===== src/rtl/ifetch_ctrl.sv =====
// Instruction-fetch sequencer: drives the combinational ROM and buffers words in a prefetch queue.
// Latency: word fetched in cycle N is presented on if_instr/if_pc in cycle N+1.
// Backpressure: if_ready low fills the queue, then fetch stops (HOLD) until a pop frees a slot.
//
// Ports:
//   clk, rst                    clock and synchronous active-high reset
//   fetch_en                    permits new fetches (pops continue regardless)
//   redirect, redirect_pc       flush queue and restart fetch at word-aligned target
//   cs_rom, pc_addr, i_out      ROM chip select, byte address, same-cycle read data
//   if_valid, if_ready          head-of-queue handshake towards decode
//   if_instr, if_pc             head instruction and its address (0 when empty)
//   q_count                     queue occupancy
module ifetch_ctrl #(
  parameter int                  WIDTH_I  = 32,
  parameter int                  DEPTH_Q  = 4,
  parameter logic [WIDTH_I-1:0]  RESET_PC = 32'h0000_0000
) (
  input  logic                        clk,
  input  logic                        rst,
  input  logic                        fetch_en,
  input  logic                        redirect,
  input  logic [WIDTH_I-1:0]          redirect_pc,
  output logic                        cs_rom,
  output logic [WIDTH_I-1:0]          pc_addr,
  input  logic [WIDTH_I-1:0]          i_out,
  output logic                        if_valid,
  input  logic                        if_ready,
  output logic [WIDTH_I-1:0]          if_instr,
  output logic [WIDTH_I-1:0]          if_pc,
  output logic [$clog2(DEPTH_Q):0]    q_count
);

  localparam int AW = $clog2(DEPTH_Q);
  localparam logic [AW:0] FULL = (AW+1)'(DEPTH_Q);

  typedef enum logic [1:0] {IDLE, FETCH, HOLD} state_t;

  state_t              state;
  logic [WIDTH_I-1:0]  fetch_pc;
  logic [WIDTH_I-1:0]  instr_q [DEPTH_Q];
  logic [WIDTH_I-1:0]  pc_q    [DEPTH_Q];
  logic [AW-1:0]       wr_ptr;
  logic [AW-1:0]       rd_ptr;
  logic [AW:0]         count;
  logic [AW:0]         count_nxt;
  logic                push;
  logic                pop;
  logic                redirect_lsb_unused;

  // Target is always word aligned; the low bits are dropped on purpose.
  assign redirect_lsb_unused = ^redirect_pc[1:0];

  // Fetch gating uses only registered count so if_ready never reaches cs_rom.
  assign push    = (state == FETCH) && fetch_en && !redirect && (count < FULL);
  assign pop     = (count != '0) && if_ready && !redirect;
  assign cs_rom  = push;
  assign pc_addr = fetch_pc;

  always_comb begin
    count_nxt = count;
    if (push && !pop)
      count_nxt = count + (AW+1)'(1);
    else if (!push && pop)
      count_nxt = count - (AW+1)'(1);
  end

  always_ff @(posedge clk) begin
    if (rst) begin
      state    <= IDLE;
      fetch_pc <= RESET_PC;
      wr_ptr   <= '0;
      rd_ptr   <= '0;
      count    <= '0;
    end else if (redirect) begin
      // Flush wins over any push/pop in the same cycle.
      state    <= fetch_en ? FETCH : IDLE;
      fetch_pc <= {redirect_pc[WIDTH_I-1:2], 2'b00};
      wr_ptr   <= '0;
      rd_ptr   <= '0;
      count    <= '0;
    end else begin
      if (push) begin
        wr_ptr   <= wr_ptr + AW'(1);
        fetch_pc <= fetch_pc + WIDTH_I'(4);
      end
      if (pop)
        rd_ptr <= rd_ptr + AW'(1);
      count <= count_nxt;

      case (state)
        IDLE: begin
          if (fetch_en)
            state <= FETCH;
        end
        FETCH: begin
          if (!fetch_en)
            state <= IDLE;
          else if (count_nxt == FULL)
            state <= HOLD;
        end
        HOLD: begin
          // Leave as soon as a pop frees a slot, so fetch resumes the next cycle.
          if (count_nxt < FULL)
            state <= fetch_en ? FETCH : IDLE;
        end
        default: state <= IDLE;
      endcase
    end
  end

  // Queue storage needs no reset: entries are only visible while count != 0.
  always_ff @(posedge clk) begin
    if (push) begin
      instr_q[wr_ptr] <= i_out;
      pc_q[wr_ptr]    <= fetch_pc;
    end
  end

  assign if_valid = (count != '0);
  assign if_instr = if_valid ? instr_q[rd_ptr] : '0;
  assign if_pc    = if_valid ? pc_q[rd_ptr]    : '0;
  assign q_count  = count;

endmodule


===== config.mk =====
export PLATFORM = sky130hd
export DESIGN_NAME = ifetch_ctrl
export DESIGN_NICKNAME = d
export VERILOG_FILES = /design/src/rtl/ifetch_ctrl.sv
export SDC_FILE = /design/constraint.sdc
export NUM_CORES = 1
export LEC_CHECK = 0
export CAP_MARGIN = 20
export CORE_MARGIN = 10
export CORE_UTILIZATION = 59
export DETAILED_ROUTE_END_ITERATION = 10
export GPL_ROUTABILITY_DRIVEN = 0
export HOLD_SLACK_MARGIN = 0.1
export PLACE_DENSITY = 0.86
export SETUP_SLACK_MARGIN = 0.02
export SYNTH_ARGS = -nofsm -noshare
export SYNTH_HDL_FRONTEND = slang
export SYNTH_SLANG_ARGS = --single-unit

===== constraint.sdc =====
create_clock -name clk -period 8.4 [get_ports clk]
set_input_delay 2.1 -clock clk [delete_from_list [all_inputs] [get_ports clk]]
set_output_delay 2.1 -clock clk [all_outputs]
set_load 0.01 [all_outputs]

==> results of run 1 <==
==> logic make-up (layout without fill, tap and decap cells) <==
family,Yosys count,after routing,share of synthesized area [%]
flops,289,289,70.0
other cells,1,4,0.0317
buf+inv,53,234,1.94
fa+ha+maj,8,8,0.847
xor+xnor,8,8,0.593
compound gates,82,82,4.60
simple gates,204,204,10.0
mux,64,64,12.0
==> layer usage <==
layer | GRT usage, % | wire length, um
met5 | 0 | 0
met4 | 5.83 | 703
met3 | 4.55 | 2380
met2 | 34.3 | 13500
met1 | 27.0 | 10900
==> critical path, cell delays in order <==
cell,delay (ns)
clkdlybuf4s50_1,0.39
buf_4,0.26
and4bb_2,0.53
nand2_1,0.14
inv_2,0.33
clkdlybuf4s50_1,0.62
==> worst min-delay path by stage <==
stage | start | to
6_report | rd_ptr[1] | flop
4_1_cts | rd_ptr[1] | flop
2_1_floorplan | wr_ptr[1] | wr_ptr[1]
3_3_place_gp | wr_ptr[1] | wr_ptr[1]
5_1_grt | wr_ptr[1] | wr_ptr[1]
3_5_place_dp | wr_ptr[1] | wr_ptr[1]
==> cells in the mapped netlist (11+ instances only) <==
master,number
a31oi_1,19
nand3_1,16
edfxtp_1,248
buf_2,12
dfxtp_1,41
mux4_2,62
nor2b_1,63
nand4_1,14
clkbuf_1,23
nand2_1,37
nor2_1,26
a21oi_1,14
and3_1,11
o21ai_0,12
==> report_power, final <==
group          internal (mW)  switching [mW]
sequential              1.57          0.0255
clock                  0.887           0.520
combinational         0.0770          0.0666
==> through the flow <==
step	util [%]	cells	total power, mW
after floorplan	-	712	1.68
after global placement	69.8	1104	1.76
after detailed placement	69.8	1104	1.77
after CTS	75.3	1156	3.16
after global routing	75.5	1158	3.23
final	75.5	1158	3.15
==> cell type report <==
| cell class | count | area [um2] |
|---|---|---|
| fill | 1141 | 4810 |
| tap | 265 | 332 |
| inverter | 12 | 45.0 |
| clock buffer | 37 | 838 |
| multi-input combinational | 370 | 3360 |
| timing repair buffer | 170 | 1700 |
| clock inverter | 15 | 231 |
| sequential | 289 | 8280 |
==> sequential cells by signal, indices dropped and copies added (netlist names), named ones only <==
signal	flops
instr_q	128
state	2
q_count	3
rd_ptr	2
wr_ptr	2
pc_q	120
pc_addr	30
==> results, run 1 <==
- Tracing the worst setup path back leads to its startpoint at redirect.
- The number of hold buffers added after CTS was 0.
- Across the run, the number of max-cap violations was 0.
- The die area is 26,100 um2.
- The initial antenna violation count is 0.
- After routing the design area is 14,800 um2.
- The final hold violation count is 0.
- The core area is between 15,000 and 20,000 um2.
- The detailed router placed between 7,000 and 8,000 vias in this run.
- TritonCTS built the clock tree.
- The clock slew at the register clock pins of the worst setup and hold paths is 0.06 ns.
- In this run the core area contains 51 standard-cell rows.
- Setup slack on the critical path of the routed design comes to between 1.5 and 2 ns.
- The routed design has about 28,000 um of wire.
- After detailed routing, the number of vias per cell comes to 6.22.
- The share of Yosys cell area claimed by the top area cell type is 63.0%.
- Setup violations remaining at the end of the flow were counted as 0.
- After global routing the overflow that remains totals 0.
- The worst vdd rail ir drop is roughly 0.00014 V.
- The remaining number of nets flagged by the antenna check after routing is 0.
- In this run, the number of DRC markers left after iteration 0 of detailed routing was 740.
- Leaving out fill and tap cells, the most frequent cell in the layout is edfxtp_1.
- The clock passes through at most 3 buffers.
- The capturing element of the worst setup path is cs_rom.
- The most frequently used flop master after synthesis is edfxtp_1.
- The estimated wirelength of the detail-placed design is 16,800 um.
- The critical path required time is approximately 6.3 ns.
- Once the clock tree was built, the resizer swapped 0 gates to a different size.
- Averaged over all synthesized cells, the footprint is between 15 and 20 um2.
- At the pin with the least slew margin, the transition time is 0.994 ns.
- Hold is met by 0.532 ns.
- During synthesis, Yosys emitted a total of 0 warnings.
- Setup repair after global routing left no endpoint under its margin.
- After synthesis, the netlist uses between 50 and 60 different library cells.
- The clock insertion delay at the later pin of the skew report is between 0.5 and 0.6 ns.
- The first-pass GRT wire length is 42,900 um.
- In the post-synthesis netlist, the biggest area contributors are edfxtp_1, mux4_2, dfxtp_1.
- The critical setup path kind is in -> out.
- The arrival time of the worst setup path is about 4.4 ns.
- The final worst-path cycle share is 77.2%.
- The count of buffers added on input and output ports is about 160.
- Across the routed clock network, the largest skew measured is 0.0133 ns.
- The global-route total usage across every layer is ~21%.
- The number of detailed-routing iterations run before antenna repair is 5.
- The number of cells traversed by the worst hold path is 2.
- The relative slew slack is about a third.
- Summing every instance area after synthesis gives 11,800 um2.
- After detailed placement, the total cell area comes to 13,700 um2.
- The register-to-register setup slack is 5.14 ns.
- The sequential cell area fraction in the yosys report is 70.0%.
- The detailed-route wire length per cell is 23.8 um.
- The total clock sinks is 289.
- After routing, the total negative slack on setup checks comes to 0 ns.
- In this run the number of H-tree levels came out at 1.
- In this run the critical register-to-register path is launched from q_count[0].
- The total inserted antenna cells is 0.
- In this run the count of I/O pins placed on the die edge is 170.
- The largest driver fanout on the critical path is 37.
- The leakage power total is 4.70 nW.
- The final period demand of the worst path is about 6.5 ns.
- The count of flip-flops with a built-in enable after synthesis is 248.
- In this run, synthesis produced a sequential element count of just under 300.
- In the synthesized netlist the async set-or-reset flop fraction comes to 0%.
- For this design the ratio of total power to cell area is about 210 nW/um2.
- The fraction of final layout cells sized beyond drive strength 1 is 15.1%.
- The path depth of the worst reg2reg path is 8.
- In this run the clock root is driven by a clkbuf_16.
- The die outline width is 162 um.
- The class of the worst hold path is reg -> reg.
- The height of the chip is 162 um.
- The final count of pins violating max slew is 0.
- After detailed routing, the number of remaining DRC violations is 0.
- Entering global routing, the biggest net connects 63 pins.
- In the layout the commonest cells are edfxtp_1, clkdlybuf4s50_1, mux4_2, nor2b_1, dfxtp_1.
- The area added between synthesis and finish is 25.1%.
- The cell type contributing the most total cell area after synthesis is edfxtp_1.
- The number of nets in the finished design is 949.
- The via count of the first global-routing pass is approximately 7,500.
- In this run, CTS created clock tree buffers numbering 29.
- The initial core utilization is 60.3%.
- The kind of capture point of the worst setup path is an output port.
- Before CTS, the worst setup slack after placement is 1.98 ns.
- The run finished with clean final reports.
- The endpoint of the worst-slack reg-to-reg timing path is state[0].
- The type of element launching the critical path is an input pin.
- The maximum clock frequency is roughly 0.15 GHz.
- Buffers added to address setup during post-CTS repair amount to 0.
- In the synthesized netlist, the number of instances is about 700.
(Power assumes the default switching activity.)
==> run 2: changes to the inputs <==
--- a/config.mk
+++ b/config.mk
@@ -7,11 +7,11 @@
 export LEC_CHECK = 0
 export CAP_MARGIN = 20
 export CORE_MARGIN = 10
-export CORE_UTILIZATION = 59
+export CORE_UTILIZATION = 54
 export DETAILED_ROUTE_END_ITERATION = 10
 export GPL_ROUTABILITY_DRIVEN = 0
 export HOLD_SLACK_MARGIN = 0.1
-export PLACE_DENSITY = 0.86
+export PLACE_DENSITY = 0.79
 export SETUP_SLACK_MARGIN = 0.02
 export SYNTH_ARGS = -nofsm -noshare
 export SYNTH_HDL_FRONTEND = slang
==> constraint.sdc (replaced) <==
create_clock -name clk -period 6.8 [get_ports clk]
set_input_delay 1.7 -clock clk [delete_from_list [all_inputs] [get_ports clk]]
set_output_delay 1.7 -clock clk [all_outputs]
set_load 0.01 [all_outputs]
==> run 2 against run 1 <==
Compared with the run above:
- sequential power grew 23%
- global-route usage shrank 2.5 points
- clock skew shrank 0.0048 ns
- register-to-register slack lost 1.3 ns
- critical path type unchanged
- critical endpoint unchanged
- largest cell class unchanged
- highest routed layer unchanged
==> results, run 2 (synthesized netlist as in run 1, its figures left out) <==
- The path depth of the worst reg2reg path is 7 (was 8).
- The number of setup violations in the final report came to 0 (unchanged).
- The number of buffer cells added on primary ports is 163 (unchanged).
- The final standard cell count with taps included and fillers excluded is 1,174 (was 1,158).
- The total clock sinks is 289 (unchanged).
- The worst vdd rail ir drop is 0.000202 V (was 0.000144 V).
- The buffer and inverter count on the worst path is 3 (was 4).
- The clock insertion delay at the later pin of the skew report came to 0.52 ns (was 0.53 ns).
- The number of cells traversed by the worst hold path came to 2 (unchanged).
- The arrival time of the worst setup path was 3.70 ns (was 4.39 ns).
- The DRC violations left came to 0 (unchanged).
- The global-route layer with the greatest usage is met2 (unchanged).
- The estimated wirelength of the detail-placed design was 15,800 um (was 16,800 um).
- The total number of vias is 6,951 (was 7,201).
- The critical path required time is 5.10 ns (was 6.30 ns).
- The first-pass GRT wire length is 41,200 um (was 42,900 um).
- The critical setup path kind is in -> out (unchanged).
- The global routing met3 resource utilization came to 4.61% (was 4.55%).
- The leftover overflow at the end of global routing is 0 (unchanged).
- The type of element launching the critical path is an input pin (unchanged).
- The largest driver fanout on the critical path is 19 (was 37).
- The clock tree skew after final layout is 0.00848 ns (was 0.0133 ns).
- The launching point of the worst reg2reg path is q_count[0] (unchanged).
- The detailed-route wire length per cell is 22.5 um (was 23.8 um).
- The startpoint of the lowest-slack hold path is wr_ptr[1] (was rd_ptr[1]).
- The fraction of final layout cells sized beyond drive strength 1 is 15.0% (was 15.1%).
- The number of detailed-routing iterations run before antenna repair came to 4 (was 5).
- The class of the worst hold path is reg -> reg (unchanged).
- The number of nets in the finished design was 949 (unchanged).
- The initial antenna violation count is 0 (unchanged).
- Counting I/O delays and the setup requirement, the final critical path takes between 5 and 6 ns.
- The quantity of hold-fixing buffers added after cts was 0 (unchanged).
- The number of buffers on the longest clock path is 3 (unchanged).
- The share of the core filled with cells in the final layout was 67.9% (was 75.5%).
- The most frequent cell on the critical path is clkdlybuf4s50_1 (unchanged).
- The area added between synthesis and finish is 24.6% (was 25.1%).
- The global routing met1 resource utilization is 24.5% (was 27.0%).
- The kind of capture point of the worst setup path was an output port (unchanged).
- The cell family with the largest share of critical-path delay is buffers and inverters (unchanged).
- The total CTS buffers is 29 (unchanged).
- The top register by number of flip-flops is instr_q (unchanged).
- The clock slew at the register clock pins of the worst setup and hold paths came to 0.06 ns (about the same).
- The row count is 54 (was 51).
- The leakage power total is 4.67 nW (was 4.70 nW).
- Commonest cells after routing, fill and taps aside: edfxtp_1, clkdlybuf4s50_1, mux4_2, nor2b_1, dfxtp_1 (unchanged).
- The number of buffers inserted to repair setup after CTS came to 0 (unchanged).
- The maximum number of pins on one net before global-route repair is 63 (unchanged).
- The register-to-register setup slack is 3.85 ns (was 5.14 ns).
- The die area is 28,200 um2 (was 26,100 um2).
- The number of gates resized after cts is 0 (unchanged).
- The total power draw is 3.81 mW (was 3.15 mW).
- The placed cell count is 1,120 (was 1,104).
- The remaining number of nets flagged by the antenna check after routing came to 0 (unchanged).
- The core area is 21,700 um2 (was 19,600 um2).
- Result of the run: complete, no violations (unchanged).
- The number of violations reported at the end of detailed-routing iteration 0 is 599 (was 740).
- The final hold violation count is 0 (unchanged).
- The max capacitance violation total is 0 (unchanged).
- The endpoint of the worst-slack reg-to-reg timing path was state[0] (unchanged).
- The flip-flop count of the largest register after layout came to 128 (unchanged).
- The setup TNS came to 0 ns (unchanged).
- The cell at the root of the clock tree is clkbuf_16 (unchanged).
- The total inserted antenna cells is 0 (unchanged).
- The actual transition at the worst max-transition pin is 1.09 ns (was 0.994 ns).
- The leading cell type in the layout, fill and taps excluded is edfxtp_1 (unchanged).
- The maximum cell stage delay along the critical path was 0.62 ns (about the same).
- The final worst-path cycle share is 79.4%.
- The global-route total usage across every layer came to 18.2% (was 20.7%).
- The worst min-delay path endpoint is wr_ptr[1].
- Unrepaired setup endpoints after global routing: false (unchanged).
- The height of the chip came to 168 um (was 162 um).
- The ratio of routed vias to standard cells is 5.92 (was 6.22).
- The maximum level of the CTS H-tree is 1 (unchanged).
- The via count of the first global-routing pass came to 7,164 (was 7,454).
- The cell at the slowest stage of the critical path is clkdlybuf4s50_1 (unchanged).
- The initial core utilization is 54.5% (was 60.3%).
- The relative slew slack is 27.2% (was 33.7%).
- The wire length after detailed routing is 26,400 um (was 27,500 um).
- The clock tree from TritonCTS is yes (unchanged).
- The ratio of total power to cell area is 259 nW/um2 (was 213 nW/um2).
- The boundary pin count is 170 (unchanged).
- The global routing usage on met2 was 29.6% (was 34.3%).
- CP cell instances: clkdlybuf4s50_1 -> and4bb_2 -> nand2_1 -> inv_2 -> clkdlybuf4s50_1 (was clkdlybuf4s50_1 -> buf_4 -> and4bb_2 -> nand2_1 -> inv_2 -> clkdlybuf4s50_1).
- The maximum clock frequency is between 0.15 and 0.2 GHz.
- The final count of pins violating max slew is 0 (unchanged).
- The die outline width is 168 um (was 162 um).
run 2: cell types whose count changed in the layout (fill, tap and decap cells not counted), moves of 2 or more:
cell | previous run | this run
clkbuf_8 | 4 | 2
clkinv_2 | 4 | 7
clkinv_1 | 3 | 6
clkbuf_16 | 31 | 29
run 2: layout make-up:
type                            count  area (um2)
Clock buffer                       32         757
Clock inverter                     21         256
Fill cell                        1472        6960
Inverter                           12        45.0
Multi-Input combinational cell    370        3360
Sequential cell                   289        8280
Tap cell                          280         350
Timing Repair Buffer              170        1680
run 2: stage by stage:
stage / hold slack, ns / setup WS [ns] / instance area (um2)
after floorplan: 0.469 / 2.43 / 11800
after detailed placement: 0.495 / 1.45 / 13700
final: 0.507 / 1.40 / 14700
after global placement: 0.487 / 1.43 / 13700
after global routing: 0.536 / 1.31 / 14700
after CTS: 0.503 / 1.44 / 14700
run 2: worst max path at each step:
stage	endpoint	start	depth (start not counted)
final	cs_rom	fetch_en	5
after global routing	cs_rom	fetch_en	5
after CTS	cs_rom	fetch_en	5
after detailed placement	cs_rom	fetch_en	5
after global placement	cs_rom	fetch_en	5
after floorplan	instr_q[0][0]	redirect	4
run 2: worst register-to-register path, cell delays in order (launching register included):
cell	delay, ns
dfxtp_1	0.34
inv_1	0.16
ha_1	0.26
nor2b_4	0.91
nor2_1	0.30
or4_1	0.46
a31oi_1	0.25
a311oi_1	0.13
run 2: per-layer routing:
layer | vias to the layer above | share of wire (%)
li1 | 3128 | -
met1 | 3513 | 41
met2 | 281 | 49
met3 | 29 | 8.7
met4 | 0 | 1.2
met5 | - | 0
run 2: power by group:
part	switching (mW)	internal (mW)
combinational	0.0791	0.0949
clock	0.639	1.03
sequential	0.0308	1.94
==> run 3: changes to the inputs <==
--- a/config.mk
+++ b/config.mk
@@ -7,11 +7,11 @@
 export LEC_CHECK = 0
 export CAP_MARGIN = 20
 export CORE_MARGIN = 10
-export CORE_UTILIZATION = 54
+export CORE_UTILIZATION = 49
 export DETAILED_ROUTE_END_ITERATION = 10
 export GPL_ROUTABILITY_DRIVEN = 0
 export HOLD_SLACK_MARGIN = 0.1
-export PLACE_DENSITY = 0.79
+export PLACE_DENSITY = 0.76
 export SETUP_SLACK_MARGIN = 0.02
 export SYNTH_ARGS = -nofsm -noshare
 export SYNTH_HDL_FRONTEND = slang
==> constraint.sdc (replaced) <==
create_clock -name clk -period 4.8 [get_ports clk]
set_input_delay 1.2 -clock clk [delete_from_list [all_inputs] [get_ports clk]]
set_output_delay 1.2 -clock clk [all_outputs]
set_load 0.01 [all_outputs]
==> run 3 against run 2 <==
Compared with the run above:
- clock power is 42% higher
- global-route usage is 1.1 points lower
- combinational power is 42% higher
- critical path type unchanged
- largest cell class unchanged
- critical endpoint unchanged
- non-clock buffer count is 10 higher
- worst setup slack worse by 0.71 ns
- die area is 9.0% higher
- final area is 0.87% higher
==> results, run 3 (synthesized netlist as in run 1, its figures left out) <==
- The capturing element of the worst setup path is cs_rom (unchanged).
- The type of element launching the critical path is an input pin (unchanged).
- Unrepaired setup endpoints after global routing: false (unchanged).
- The number of buffers inserted to repair setup after CTS is 0 (unchanged).
- The arrival time of the worst setup path is 2.91 ns (was 3.70 ns).
- The cell family with the largest share of critical-path delay is buffers and inverters (unchanged).
- The row count came to 56 (was 54).
- The maximum cell stage delay along the critical path is 0.54 ns (was 0.62 ns).
- The number of detailed-routing iterations run before antenna repair is 5 (was 4).
- The net switching power came to 1.06 mW (was 0.749 mW).
- The ratio of routed vias to standard cells is 5.64 (was 5.92).
- The largest driver fanout on the critical path is 12 (was 19).
- The setup TNS is 0 ns (unchanged).
- The number of setup violations in the final report came to 0 (unchanged).
- The switching fraction of total power is 19.6% (about the same).
- The number of buffer cells added on primary ports is 163 (unchanged).
- The height of the chip came to 175 um (was 168 um).
- The cell at the root of the clock tree is clkbuf_16 (unchanged).
- The number of nets in the finished design is 959 (was 949).
- Result of the run: complete, no violations (unchanged).
- The ratio of total power to cell area is 364 nW/um2 (was 259 nW/um2).
- The proportion of power drawn by the clock network is 43.7% (about the same).
- The area added between synthesis and finish is 25.7% (was 24.6%).
- The number of logic stages on the critical path including buffering was 5 (unchanged).
- The clock tree from TritonCTS is yes (unchanged).
- The actual transition at the worst max-transition pin is 1.08 ns (was 1.09 ns).
- The number of violations reported at the end of detailed-routing iteration 0 is 443 (was 599).
- The launch point of the worst path is fetch_en (unchanged).
- The quantity of hold-fixing buffers added after cts is 0 (unchanged).
- The total clock sinks is 289 (unchanged).
- The die area is 30,700 um2 (was 28,200 um2).
- The DRC violations left is 0 (unchanged).
- The estimated wirelength of the detail-placed design is 17,100 um (was 15,800 um).
- The clock insertion delay at the later pin of the skew report is 0.53 ns (was 0.52 ns).
- The cell at the slowest stage of the critical path is clkdlybuf4s50_1 (unchanged).
- The kind of capture point of the worst setup path is an output port (unchanged).
- The final period demand of the worst path is 4.11 ns.
- The share of the core filled with cells in the final layout is 62.9% (was 67.9%).
- The max capacitance violation total is 0 (unchanged).
- The buffer and inverter count on the worst path is 3 (unchanged).
- The detailed-route wire length per cell is 21.9 um (was 22.5 um).
- The initial core utilization came to 50.0% (was 54.5%).
- The launching point of the worst reg2reg path is q_count[0] (unchanged).
- The number of buffers on the longest clock path is 3 (unchanged).
- The top register by number of flip-flops is instr_q (unchanged).
- The flip-flop count of the largest register after layout was 128 (unchanged).
- The most frequent cell on the critical path was clkdlybuf4s50_1 (unchanged).
- The first-pass GRT wire length is 41,700 um (was 41,200 um).
- The die outline width is 175 um (was 168 um).
- The total CTS buffers was 29 (unchanged).
- The class of the worst hold path is reg -> reg (unchanged).
- The global-route total usage across every layer is 17.1% (was 18.2%).
- The leading cell type in the layout, fill and taps excluded is edfxtp_1 (unchanged).
- The leakage power total came to 4.72 nW (was 4.67 nW).
- The critical setup path kind was in -> out (unchanged).
- The path depth of the worst reg2reg path is 8 (was 7).
- The number of inserted filler cells in the final layout is 1,730 (was 1,472).
- The number of gates resized after cts came to 0 (unchanged).
- The wire length after detailed routing is 26,800 um (was 26,400 um).
- The clock slew at the register clock pins of the worst setup and hold paths is 0.06 ns (about the same).
- The portion of total power attributed to sequential cells is 51.8% (about the same).
- The number of cells traversed by the worst hold path came to 2 (unchanged).
- The internal power contribution is 4.34 mW (was 3.06 mW).
- The combinational fraction of design power came to 4.6% (about the same).
- The via count of the first global-routing pass is 7,070 (was 7,164).
- The endpoint of the worst-slack reg-to-reg timing path is state[0] (unchanged).
- The critical path required time is 3.60 ns (was 5.10 ns).
- The core area came to 23,600 um2 (was 21,700 um2).
- The register cell area after layout is 8280 um2 (unchanged).
- The total inserted antenna cells is 0 (unchanged).
- The final worst-path cycle share is between 80% and 90%.
- The final count of pins violating max slew is 0 (unchanged).
- The register-to-register setup slack is 2.05 ns (was 3.85 ns).
- The startpoint of the lowest-slack hold path is wr_ptr[1] (unchanged).
- The maximum number of pins on one net before global-route repair was 63 (unchanged).
- The final hold violation count was 0 (unchanged).
- The relative slew slack came to 28.2% (was 27.2%).
- CP cell instances: clkdlybuf4s50_1 -> and4bb_2 -> nand2_1 -> inv_2 -> clkdlybuf4s50_1 (unchanged).
- The leftover overflow at the end of global routing is 0 (unchanged).
- The boundary pin count is 170 (unchanged).
- The total number of vias is 6,893 (was 6,951).
- The clock tree skew after final layout is 0.00901 ns (was 0.00848 ns).
- Commonest cells after routing, fill and taps aside: edfxtp_1, clkdlybuf4s50_1, mux4_2, nor2b_1, dfxtp_1 (unchanged).
- The final standard cell area without fillers is 14,900 um2 (was 14,700 um2).
- The worst vdd rail ir drop is 0.000164 V (was 0.000202 V).
- The fraction of final layout cells sized beyond drive strength 1 is 15.6% (was 15.0%).
- The placed cell area is 13,800 um2 (was 13,700 um2).
- The initial antenna violation count came to 0 (unchanged).
- The maximum level of the CTS H-tree is 1 (unchanged).
- The remaining number of nets flagged by the antenna check after routing came to 0 (unchanged).
- The area occupied by multi-input gates is 3360 um2 (unchanged).
- Timing would allow up to ~0.24 GHz.
[run 3: changes by cell type in the layout (fill, tap and decap cells not counted), sizes merged]
cell	change
buf	+10
clkbuf	+4
clkinv	-2
clkinvlp	-2
[run 3: worst min path at each step]
stage                     end  slack, ns
finish              wr_ptr[1]       0.50
CTS                 wr_ptr[1]       0.50
global placement    wr_ptr[1]       0.49
detailed placement  wr_ptr[1]       0.49
global route        wr_ptr[1]       0.53
floorplan           wr_ptr[1]       0.47
[run 3: tightest hold or removal path, cell delays in order (launching register included)]
cell and delay [ns]:
dfxtp_1 0.34, nand2_1 0.07, a21oi_1 0.05
[run 3: stage by stage]
| stage | cells | power (mW) | hold WS, ns | setup WS (ns) |
|---|---|---|---|---|
| after floorplan | 712 | 2.93 | 0.469 | 0.935 |
| after global placement | 1170 | 3.09 | 0.488 | 0.716 |
| after detailed placement | 1170 | 3.10 | 0.490 | 0.702 |
| after CTS | 1223 | 5.45 | 0.499 | 0.683 |
| after global routing | 1223 | 5.57 | 0.530 | 0.588 |
| final | 1223 | 5.40 | 0.504 | 0.689 |
[run 3: power by group through the flow]
stage / Clock, mW / Combinational [mW] / Sequential [mW]
after CTS: 2.40 / 0.250 / 2.80
after floorplan: 0 / 0.0938 / 2.84
after global routing: 2.50 / 0.266 / 2.80
after detailed placement: 0 / 0.248 / 2.85
after global placement: 0 / 0.245 / 2.85
final: 2.36 / 0.247 / 2.80
[run 3: layer usage]
metal	vias up	share of wire, %	global-route usage [%]
met1	3462	42	22.7
met4	0	1.6	3.67
met5	-	0	0
met2	246	49	28.5
li1	3150	-	-
met3	35	7.3	3.84
[run 3: cell type report]
cell class,count,area share (%)
inverters,12,0.303
repair buffers,180,11.9
multi-input cells,370,22.6
well taps,319,2.69
clock buffers,36,5.20
flip-flops and latches,289,55.7
clock inverters,17,1.57
==> edit, RTL diff (settings of run 2) <==
Change the parameter `WIDTH_I` from 32 to 64.
--- a/src/rtl/ifetch_ctrl.sv
+++ b/src/rtl/ifetch_ctrl.sv
@@ -13,3 +13,3 @@
 module ifetch_ctrl #(
-  parameter int                  WIDTH_I  = 32,
+  parameter int                  WIDTH_I  = 64,
   parameter int                  DEPTH_Q  = 4,
Ports: changed (5 resized); port bits go from 170 to 330. The function was not compared with the original's and may differ.
==> edit against run 2 <==
- register-to-register slack got worse by 0.28 ns
- area after synthesis is 98% higher
- combinational power up 130%
- core utilization up 0.074 points
- sequential cell count grew 288
- worst hold slack better by 0.0041 ns
- power is 97% higher
- routed wire length up 120%
- non-clock buffer count increased by 170
- cell area increased by 98%
- worst setup slack worse by 0.19 ns
- critical path type unchanged
- critical endpoint unchanged
- largest power group unchanged
- highest routed layer is now met5
==> edit: results (changes against run 2) <==
* Buffers on Ports at 323 (+98%)
* H-tree Lvls at 2 (+1)
* Hold_ws at 0.511 ns (+0.00408 ns)
* Post-DP HPWL at 36800 um (+130%)
* Post-synth EDFFs at 504 (+100%)
* RR Startpoint: pc_addr[2]
* Status: finished, final reports clean
* Metal3 WL at 5150 um (+120%)
* First-pass GRT wire length at 89700 um (+120%)
* Antenna violations before repair at 3 (+3)
* Post-layout net count at 1835 (+93%)
* WL met1 at 23500 um (+120%)
* Share of cells above drive strength 1 at 0.147 (-0.00301)
* Max reg flops at 256 (+100%)
* Clk_skew at 0.0235 ns (+0.0151 ns)
* Worst-Skew Late Latency at 0.61 ns (+0.09 ns)
* Sequential fraction of the synthesis area at 0.708 (+0.00854)
* Sw Ratio at 0.208 (+0.0111)
* Cell count of the worst reg-to-reg path at 6 (-1)
* Relative slew slack at 0.317 (+0.0453)
* Total Routing Usage GR at 0.222 (+0.0402)
* Drt total wl at 58400 um (+120%)
* Maximum vdd drop at 0.198 mV (-2.2%)
* Static leakage power at 0.00924 uW (+98%)
* Cell variety after synth at 69 (+23%)
* Detail Route met2 WL at 28600 um (+120%)
* DR vias at 14.0k (+100%)
* Endpoint arrival time on the critical path at 3.89 ns (+0.19 ns)
* 1st-pass router iterations at 5 (+1)
* Top post-synthesis cells by count: edfxtp_1 (504), and2_1 (131), mux4_2 (126)
* Reg2reg end: pc_addr[50]
* Placement Setup Slack at 1.23 ns (-0.218 ns)
==> edit: cell count changes in the layout (fill, tap and decap cells not counted), moves of 28 or more <==
cell             change
and2_1             +128
nand2_1             +28
clkdlybuf4s50_1    +158
dfxtp_1             +32
mux4_2              +64
nor2b_1             -61
clkbuf_16           +33
edfxtp_1           +256
==> edit: worst min-delay path by stage <==
stage / to / cells after the start
global placement: wr_ptr[0] / 2
finish: wr_ptr[1] / 2
detailed placement: wr_ptr[1] / 2
CTS: wr_ptr[1] / 2
floorplan: wr_ptr[0] / 2
global route: wr_ptr[1] / 2
==> edit: routing by layer <==
| metal | up-vias | GRT usage |
|---|---|---|
| li1 | 6134 | - |
| met1 | 7146 | 0.295 |
| met2 | 630 | 0.359 |
| met3 | 95 | 0.0648 |
| met4 | 6 | 0.0483 |
| met5 | - | 0 |
==> edit: power groups by stage <==
stage / Sequential, uW / Clock, uW / Combinational [uW]
final: 3960 / 3130 / 404
after global routing: 3970 / 3340 / 432
after CTS: 3960 / 3200 / 408
after detailed placement: 4040 / 0 / 404
after global placement: 4030 / 0 / 398
after floorplan: 4020 / 0 / 148
==> edit: cell families (layout without fill, tap and decap cells) <==
kind of cell / Yosys count / in the layout / share of synthesized area
compound gates: 135 / 135 / 0.0401
xor+xnor: 30 / 30 / 0.0112
fa+ha+maj: 10 / 10 / 0.00513
buf+inv: 100 / 470 / 0.0171
flops: 577 / 577 / 0.708
mux: 129 / 129 / 0.122
other cells: 1 / 4 / 0.000160
simple gates: 388 / 388 / 0.0956
==> edit: metrics by stage <==
stage | cell area, um^2 | total power, uW | instances
6_report | 29200 | 7500 | 2328
5_1_grt | 29200 | 7740 | 2328
4_1_cts | 29200 | 7570 | 2328
3_5_place_dp | 27300 | 4440 | 2219
3_3_place_gp | 27300 | 4430 | 2219
2_1_floorplan | 23400 | 4170 | 1373
==> edit: final cells by class <==
cell class | instances | area (um^2)
clock buffers | 81 | 1680
clock inverters | 28 | 210
fillers | 2915 | 13800
inverters | 21 | 80.1
multi-input cells | 696 | 6480
flip-flops and latches | 577 | 16600
well taps | 585 | 732
repair buffers | 340 | 3430
==> edit: critical path: stages <==
cell	delay, ns
clkdlybuf4s50_1	0.56
nor4bb_1	0.30
buf_4	0.20
nand2_1	0.06
buf_4	0.21
inv_2	0.25
clkdlybuf4s50_1	0.61
